==> config.mk <==
export PLATFORM = sky130hd
export DESIGN_NAME = dram_timing_seq
export DESIGN_NICKNAME = d
export VERILOG_FILES = /design/src/rtl/dram_timing_seq.sv
export SDC_FILE = /design/constraint.sdc
export NUM_CORES = 1
export LEC_CHECK = 0
export ABC_AREA = 1
export BUFFER_PORTS_ARGS = -buffer_cell sky130_fd_sc_hd__buf_4
export CORE_MARGIN = 2
export CORE_UTILIZATION = 30
export CTS_CLUSTER_SIZE = 12
export DETAILED_ROUTE_END_ITERATION = 16
export HOLD_SLACK_MARGIN = 0.06
export PLACE_DENSITY = 0.48
export SYNTH_ARGS = -nofsm -noshare
export SYNTH_HDL_FRONTEND = slang
export SYNTH_SLANG_ARGS = --single-unit
==> constraint.sdc <==
create_clock -name clk_100 -period 4 [get_ports clk_100]
set_input_delay 0.2 -clock clk_100 [delete_from_list [all_inputs] [get_ports clk_100]]
set_output_delay 0.2 -clock clk_100 [all_outputs]
set_load 0.005 [all_outputs]
==> src/rtl/dram_timing_seq.sv <==
// dram_timing_seq: RAS/CAS sequencer for the system-board DRAM banks.
// Runs one access (RAS -> addr_sel -> CAS -> precharge) at a time with
// programmable phase lengths, and interleaves RAS-only refresh cycles
// driven by a free-running refresh timer and a small backlog counter.
module dram_timing_seq #(
  parameter int BANKS      = 4,
  parameter int BANK_BITS  = 2,
  parameter int ROW_BITS   = 8,
  parameter int RCD        = 3,
  parameter int A2C        = 2,
  parameter int CAS_W      = 5,
  parameter int PRE        = 4,
  parameter int REF_PERIOD = 1500,
  parameter int REF_W      = 8
) (
  input  logic                 clk_100,
  input  logic                 reset,
  input  logic                 req,
  input  logic                 we,
  input  logic [BANK_BITS-1:0] bank,
  output logic                 ack,
  output logic                 busy,
  output logic [BANKS-1:0]     ras_n,
  output logic [BANKS-1:0]     cas_n,
  output logic                 addr_sel,
  output logic                 dram_we_n,
  output logic                 ref_active,
  output logic [ROW_BITS-1:0]  ref_row
);

  function automatic int max_of(input int a, input int b);
    return (a > b) ? a : b;
  endfunction

  // The shared down-counter only has to hold the longest phase length minus one.
  localparam int MAX_D = max_of(max_of(max_of(RCD, A2C), max_of(CAS_W, PRE)), REF_W);
  localparam int CNT_W = (MAX_D > 1) ? $clog2(MAX_D) : 1;
  localparam int TMR_W = $clog2(REF_PERIOD);

  localparam logic [CNT_W-1:0] LD_RCD = CNT_W'(RCD - 1);
  localparam logic [CNT_W-1:0] LD_A2C = CNT_W'(A2C - 1);
  localparam logic [CNT_W-1:0] LD_CAS = CNT_W'(CAS_W - 1);
  localparam logic [CNT_W-1:0] LD_PRE = CNT_W'(PRE - 1);
  localparam logic [CNT_W-1:0] LD_REF = CNT_W'(REF_W - 1);
  localparam logic [TMR_W-1:0] TMR_LAST = TMR_W'(REF_PERIOD - 1);

  typedef enum logic [2:0] {
    ST_IDLE,
    ST_RAS,
    ST_ASEL,
    ST_CAS,
    ST_PRE,
    ST_REF,
    ST_REF_PRE
  } state_t;

  state_t               state_reg, state_next;
  logic [CNT_W-1:0]     cnt_reg, cnt_next;
  logic [BANK_BITS-1:0] bank_reg, bank_next;
  logic                 we_reg, we_next;
  logic                 armed_reg, armed_next;
  logic [1:0]           backlog_reg, backlog_next;
  logic [TMR_W-1:0]     tmr_reg, tmr_next;
  logic [ROW_BITS-1:0]  ref_row_reg, ref_row_next;

  logic                 ack_reg, ack_next;
  logic                 busy_reg, busy_next;
  logic [BANKS-1:0]     ras_n_reg, ras_n_next;
  logic [BANKS-1:0]     cas_n_reg, cas_n_next;
  logic                 addr_sel_reg, addr_sel_next;
  logic                 dram_we_n_reg, dram_we_n_next;
  logic                 ref_active_reg, ref_active_next;

  logic                 cnt_done;
  logic                 tick;
  logic                 ref_done;
  logic                 decide;
  logic [1:0]           backlog_eff;
  logic                 start_ref;
  logic                 accept;
  logic [BANKS-1:0]     bank_hit;

  assign cnt_done = (cnt_reg == '0);
  assign tick     = (tmr_reg == TMR_LAST);
  assign ref_done = (state_reg == ST_REF_PRE) && cnt_done;

  // The last precharge cycle doubles as an idle decision point, so back-to-back
  // accesses (and an access right after a refresh) lose no extra cycle.
  assign decide = (state_reg == ST_IDLE) ||
                  ((state_reg == ST_PRE) && cnt_done) ||
                  ref_done;

  // A refresh that is just finishing no longer counts as pending.
  assign backlog_eff = backlog_reg - {1'b0, ref_done};
  assign start_ref   = decide && (backlog_eff != 2'd0);
  assign accept      = decide && (backlog_eff == 2'd0) && req && armed_reg;

  assign bank_next = accept ? bank : bank_reg;
  assign we_next   = accept ? we : we_reg;

  // Re-arm only after the requester has been seen low, so a held req is one access.
  assign armed_next = accept ? 1'b0 : (!req ? 1'b1 : armed_reg);

  assign tmr_next     = tick ? '0 : tmr_reg + 1'b1;
  assign ref_row_next = ref_done ? ref_row_reg + 1'b1 : ref_row_reg;

  // Bank select decode; an out-of-range bank matches nothing and drives no strobe.
  for (genvar gi = 0; gi < BANKS; gi++) begin : g_bank_hit
    assign bank_hit[gi] = (bank_next == BANK_BITS'(gi));
  end

  // Backlog counter: saturating increment on tick, decrement when a refresh completes.
  always_comb begin
    backlog_next = backlog_reg;
    if (tick && !ref_done) begin
      backlog_next = (backlog_reg == 2'd3) ? 2'd3 : backlog_reg + 2'd1;
    end else if (!tick && ref_done) begin
      backlog_next = backlog_reg - 2'd1;
    end
  end

  // Next state, phase counter and the registered strobe values for the next cycle.
  always_comb begin
    state_next = state_reg;
    cnt_next   = cnt_done ? cnt_reg : cnt_reg - 1'b1;

    case (state_reg)
      ST_RAS:  if (cnt_done) begin state_next = ST_ASEL;    cnt_next = LD_A2C; end
      ST_ASEL: if (cnt_done) begin state_next = ST_CAS;     cnt_next = LD_CAS; end
      ST_CAS:  if (cnt_done) begin state_next = ST_PRE;     cnt_next = LD_PRE; end
      ST_REF:  if (cnt_done) begin state_next = ST_REF_PRE; cnt_next = LD_PRE; end
      default: ;
    endcase

    if (decide) begin
      if (start_ref) begin
        state_next = ST_REF;
        cnt_next   = LD_REF;
      end else if (accept) begin
        state_next = ST_RAS;
        cnt_next   = LD_RCD;
      end else begin
        state_next = ST_IDLE;
      end
    end

    ras_n_next      = '1;
    cas_n_next      = '1;
    addr_sel_next   = 1'b0;
    dram_we_n_next  = 1'b1;
    ref_active_next = 1'b0;
    busy_next       = (state_next != ST_IDLE);
    ack_next        = (state_reg == ST_CAS) && cnt_done;

    case (state_next)
      ST_RAS: begin
        ras_n_next     = ~bank_hit;
        dram_we_n_next = ~we_next;
      end
      ST_ASEL: begin
        ras_n_next     = ~bank_hit;
        addr_sel_next  = 1'b1;
        dram_we_n_next = ~we_next;
      end
      ST_CAS: begin
        ras_n_next     = ~bank_hit;
        cas_n_next     = ~bank_hit;
        addr_sel_next  = 1'b1;
        dram_we_n_next = ~we_next;
      end
      ST_REF: begin
        ras_n_next      = '0;
        ref_active_next = 1'b1;
      end
      ST_REF_PRE: begin
        ref_active_next = 1'b1;
      end
      default: ;
    endcase
  end

  // State and output registers; reset releases every strobe immediately.
  always_ff @(posedge clk_100 or posedge reset) begin
    if (reset) begin
      state_reg      <= ST_IDLE;
      cnt_reg        <= '0;
      bank_reg       <= '0;
      we_reg         <= 1'b0;
      armed_reg      <= 1'b1;
      backlog_reg    <= 2'd0;
      tmr_reg        <= '0;
      ref_row_reg    <= '0;
      ack_reg        <= 1'b0;
      busy_reg       <= 1'b0;
      ras_n_reg      <= '1;
      cas_n_reg      <= '1;
      addr_sel_reg   <= 1'b0;
      dram_we_n_reg  <= 1'b1;
      ref_active_reg <= 1'b0;
    end else begin
      state_reg      <= state_next;
      cnt_reg        <= cnt_next;
      bank_reg       <= bank_next;
      we_reg         <= we_next;
      armed_reg      <= armed_next;
      backlog_reg    <= backlog_next;
      tmr_reg        <= tmr_next;
      ref_row_reg    <= ref_row_next;
      ack_reg        <= ack_next;
      busy_reg       <= busy_next;
      ras_n_reg      <= ras_n_next;
      cas_n_reg      <= cas_n_next;
      addr_sel_reg   <= addr_sel_next;
      dram_we_n_reg  <= dram_we_n_next;
      ref_active_reg <= ref_active_next;
    end
  end

  assign ack        = ack_reg;
  assign busy       = busy_reg;
  assign ras_n      = ras_n_reg;
  assign cas_n      = cas_n_reg;
  assign addr_sel   = addr_sel_reg;
  assign dram_we_n  = dram_we_n_reg;
  assign ref_active = ref_active_reg;
  assign ref_row    = ref_row_reg;

endmodule

==> flow_metrics.py <==
metrics = {
    "logic_synthesis": {
        "synthDistinctLibCells": 32,
        "syn-mean-instance-area_um2": 9.149,
        "netlist_area_mm2": 0.002196,
        "synth_edf_count": 0,
        "synth_nets": 255,
        "syn_inst": 240,
        "ys_warn_count": 0,
        "synthArstFlopShare_pct": 100.0,
        "seq_area_frac_synth_pct": 50.71,
        "synth_seq_cells": 44,
        "ys.flop_type": "dfrtp_1",
    },
    "cts": {
        "insertion_delay_ns": 0.29,
        "cts_resized": 0,
        "clkTransAtPathRegs_ns": 0.09,
        "cts_buffers": 5,
        "cts.sinks": 44,
        "post-cts-setup-buffers": 0,
        "cts_hold_repair.buffers": 1,
        "htree_levels": 2,
        "cts_root_buf": "clkbuf_8",
        "cts_tree": "yes",
        "clockBufferDepth": 2,
    },
    "worst_setup_path": {
        "crit_chain": "inv_1 -> ha_1 -> inv_1 -> nor2_2 -> a21oi_1 -> nor2_1 -> nand4_1 -> nand2_2 -> nand2_1 -> nand2_1 -> nand2_1",
        "worst_path_largest_cell_delay_ns": 0.39,
        "path_max_fanout": 8,
        "crit_buf_inv": 2,
        "cp.arrival_ns": 2.23,
        "slowest_stage": "dfrtp_1",
        "critical_path_class": "flip-flop to flip-flop",
        "crit_top_cell": "nand2_1",
        "crit_family": "simple AND/OR/NAND/NOR gates",
        "cp-end-kind": "flip-flop",
        "crit_path_start_kind": "flip-flop",
        "cp.required_ns": 4.23,
    },
    "outcome": {
        "status": "finished clean",
    },
    "global_route": {
        "grt_max_degree": 45,
        "grt-ovfl-total": 0,
        "track_usage_pct": 11.37,
        "antenna_found_initial": 0,
        "grt_pass1_vias": 1494,
        "grt_pass1_wl_um": 6955,
    },
    "drt": {
        "wl_per_cell_um": 10.91,
        "dr.pass1.iters": 4,
        "viasPerCell": 4.232,
        "drc": 0,
        "vias": 1587,
        "drt_iter0_drc": 103,
        "routed_wl_um": 4091,
        "postRouteAntennaNets": 0,
    },
    "cells_and_area": {
        "fin_nets": 290,
        "final_area_mm2": 0.002626,
        "diodes": 0,
        "fin_util_pct": 36.60,
        "drive_gt1_share_pct": 25.36,
        "largest_register_ffs": 11,
        "n_fill_cell": 746,
        "syn_to_final_growth_pct": 19.60,
    },
    "timing": {
        "fin_skew_ns": 0.005404,
        "max_slew_margin_pct": 58.15,
        "worstMarginPinSlew_ns": 0.6243,
        "rsz0062_at_grt": "false",
        "hold_viol_final": 0,
        "slew_violations": 0,
        "finalSetupViolCount": 0,
        "tns_ns": 0,
        "fmax_ghz": 0.4993,
        "fin_crit_ns": 2.003,
        "fin_crit_sh_pct": 50.07,
    },
    "power_and_ir_drop": {
        "switching_share_pct": 39.06,
        "p_comb_share_pct": 39.6,
        "ir_drop_mv": 0.2687,
        "pwr-share-clk_pct": 20.0,
        "pwr-share-seq_pct": 40.3,
        "power.density_mw_per_mm2": 556.8,
        "power.internal_mw": 0.8912,
        "switchingPower_mw": 0.5713,
        "p_leak_nw": 1.314,
    },
    "floorplanning": {
        "fp.dieArea_mm2": 0.008020,
        "pin_count": 27,
        "fp.dieW_um": 89.56,
        "core_mm2": 0.007176,
        "start_util_pct": 30.60,
        "rows": 31,
        "die_h_um": 89.56,
    },
    "placed_design": {
        "finalWeightedCongestion": 0.7334,
        "post_dp_cell_area_mm2": 0.002522,
        "io_buffers": 26,
        "post-dp-hpwl_um": 2987,
    },
    "flow_run": {
        "cap_violations": 0,
    },
    "min_path": {
        "hp-class": "input pin to asynchronous set/reset pin",
    },
}
-- cells in the final DEF, fill, tap and decap left out, drive strengths merged, types with 2 or more instances in the layout --
cell,n
nand2,61
nor3b,2
nor3,5
inv,35
o21ai,13
xor2,7
nand4,5
nor2,28
ha,9
dfstp,10
nand3,14
dfrtp,34
xnor2,4
buf,27
clkbuf,7
a21oi,6
-- tightest hold or removal path, cell delays in order --
cell,delay (ns)
buf_4,0.11
clkinv_1,0.03
buf_4,0.45
-- power groups by stage --
stage / clock network (mW) / registers [mW] / logic [mW]
6_report: 0.293 / 0.590 / 0.579
2_1_floorplan: 0 / 0.595 / 0.437
3_3_place_gp: 0 / 0.600 / 0.584
4_1_cts: 0.312 / 0.591 / 0.594
5_1_grt: 0.331 / 0.600 / 0.687
3_5_place_dp: 0 / 0.599 / 0.590
-- stage by stage --
| stage | power (mW) | hold slack, ns | cells | setup WS [ns] |
|---|---|---|---|---|
| after floorplan | 1.033 | 0.2435 | 240 | 2.295 |
| after global placement | 1.184 | 0.3398 | 366 | 1.985 |
| after detailed placement | 1.189 | 0.3416 | 366 | 1.969 |
| after CTS | 1.496 | 0.06014 | 375 | 1.959 |
| after global routing | 1.618 | 0.08773 | 375 | 1.714 |
| final | 1.462 | 0.03866 | 375 | 1.997 |
-- cell usage after synthesis (all sizes together) (2+ instances only) --
| cell | instances | area, um^2 |
|---|---|---|
| nand3 | 14 | 75.07 |
| o21ai | 13 | 72.57 |
| ha | 9 | 112.6 |
| dfrtp | 34 | 850.8 |
| dfstp | 10 | 262.8 |
| a21oi | 6 | 41.29 |
| nor2 | 28 | 122.6 |
| nor3b | 2 | 15.01 |
| nand4 | 5 | 46.29 |
| nor3 | 5 | 30.03 |
| xor2 | 7 | 61.31 |
| xnor2 | 4 | 35.03 |
| inv | 36 | 137.6 |
| nand2 | 61 | 284.0 |
-- final timing paths --
kind                               end  slack, ns  startpoint  cells past startpoint
max                           ras_n[2]       2.00  cnt_reg[0]                     11
max reg2reg                   ras_n[2]       2.00  cnt_reg[0]                     11
max in group asynchronous    armed_reg       3.58       reset                      3
min reg2reg                 tmr_reg[0]       0.46  tmr_reg[0]                      1
min in group clk_100            we_reg       0.17          we                      3
min                        tmr_reg[10]       0.04       reset                      3
-- final cells by class --
| cell class | instances | area (um^2) | share of cell area [%] |
|---|---|---|---|
| sequential | 44 | 1114 | 42.40 |
| multi-input combinational | 160 | 944.7 | 35.97 |
| timing repair buffer | 28 | 212.7 | 8.099 |
| inverter | 36 | 137.6 | 5.241 |
| tap | 99 | 123.9 | 4.717 |
| clock buffer | 7 | 86.33 | 3.287 |
| clock inverter | 1 | 7.507 | 0.2859 |
-- cells by family after synthesis --
kind of cell	count (synthesis)	share of synthesized area (%)
buffers and inverters	36	6.268
AO/OA/AOI/OAI	23	6.553
flip-flops	44	50.71
XOR/XNOR	11	4.387
adder cells (fa/ha/maj)	9	5.128
AND/OR/NAND/NOR	116	26.44
multiplexers	1	0.5128
-- routing by layer --
metal,track usage [%],part of all wire [%],vias to the layer above
met4,3.664,1.3,0
met3,2.493,3.4,6
met5,0,0,-
met2,17.58,47,22
met1,15.81,48,738
li1,-,-,821
Note: power is estimated with default switching activity, not from simulation.
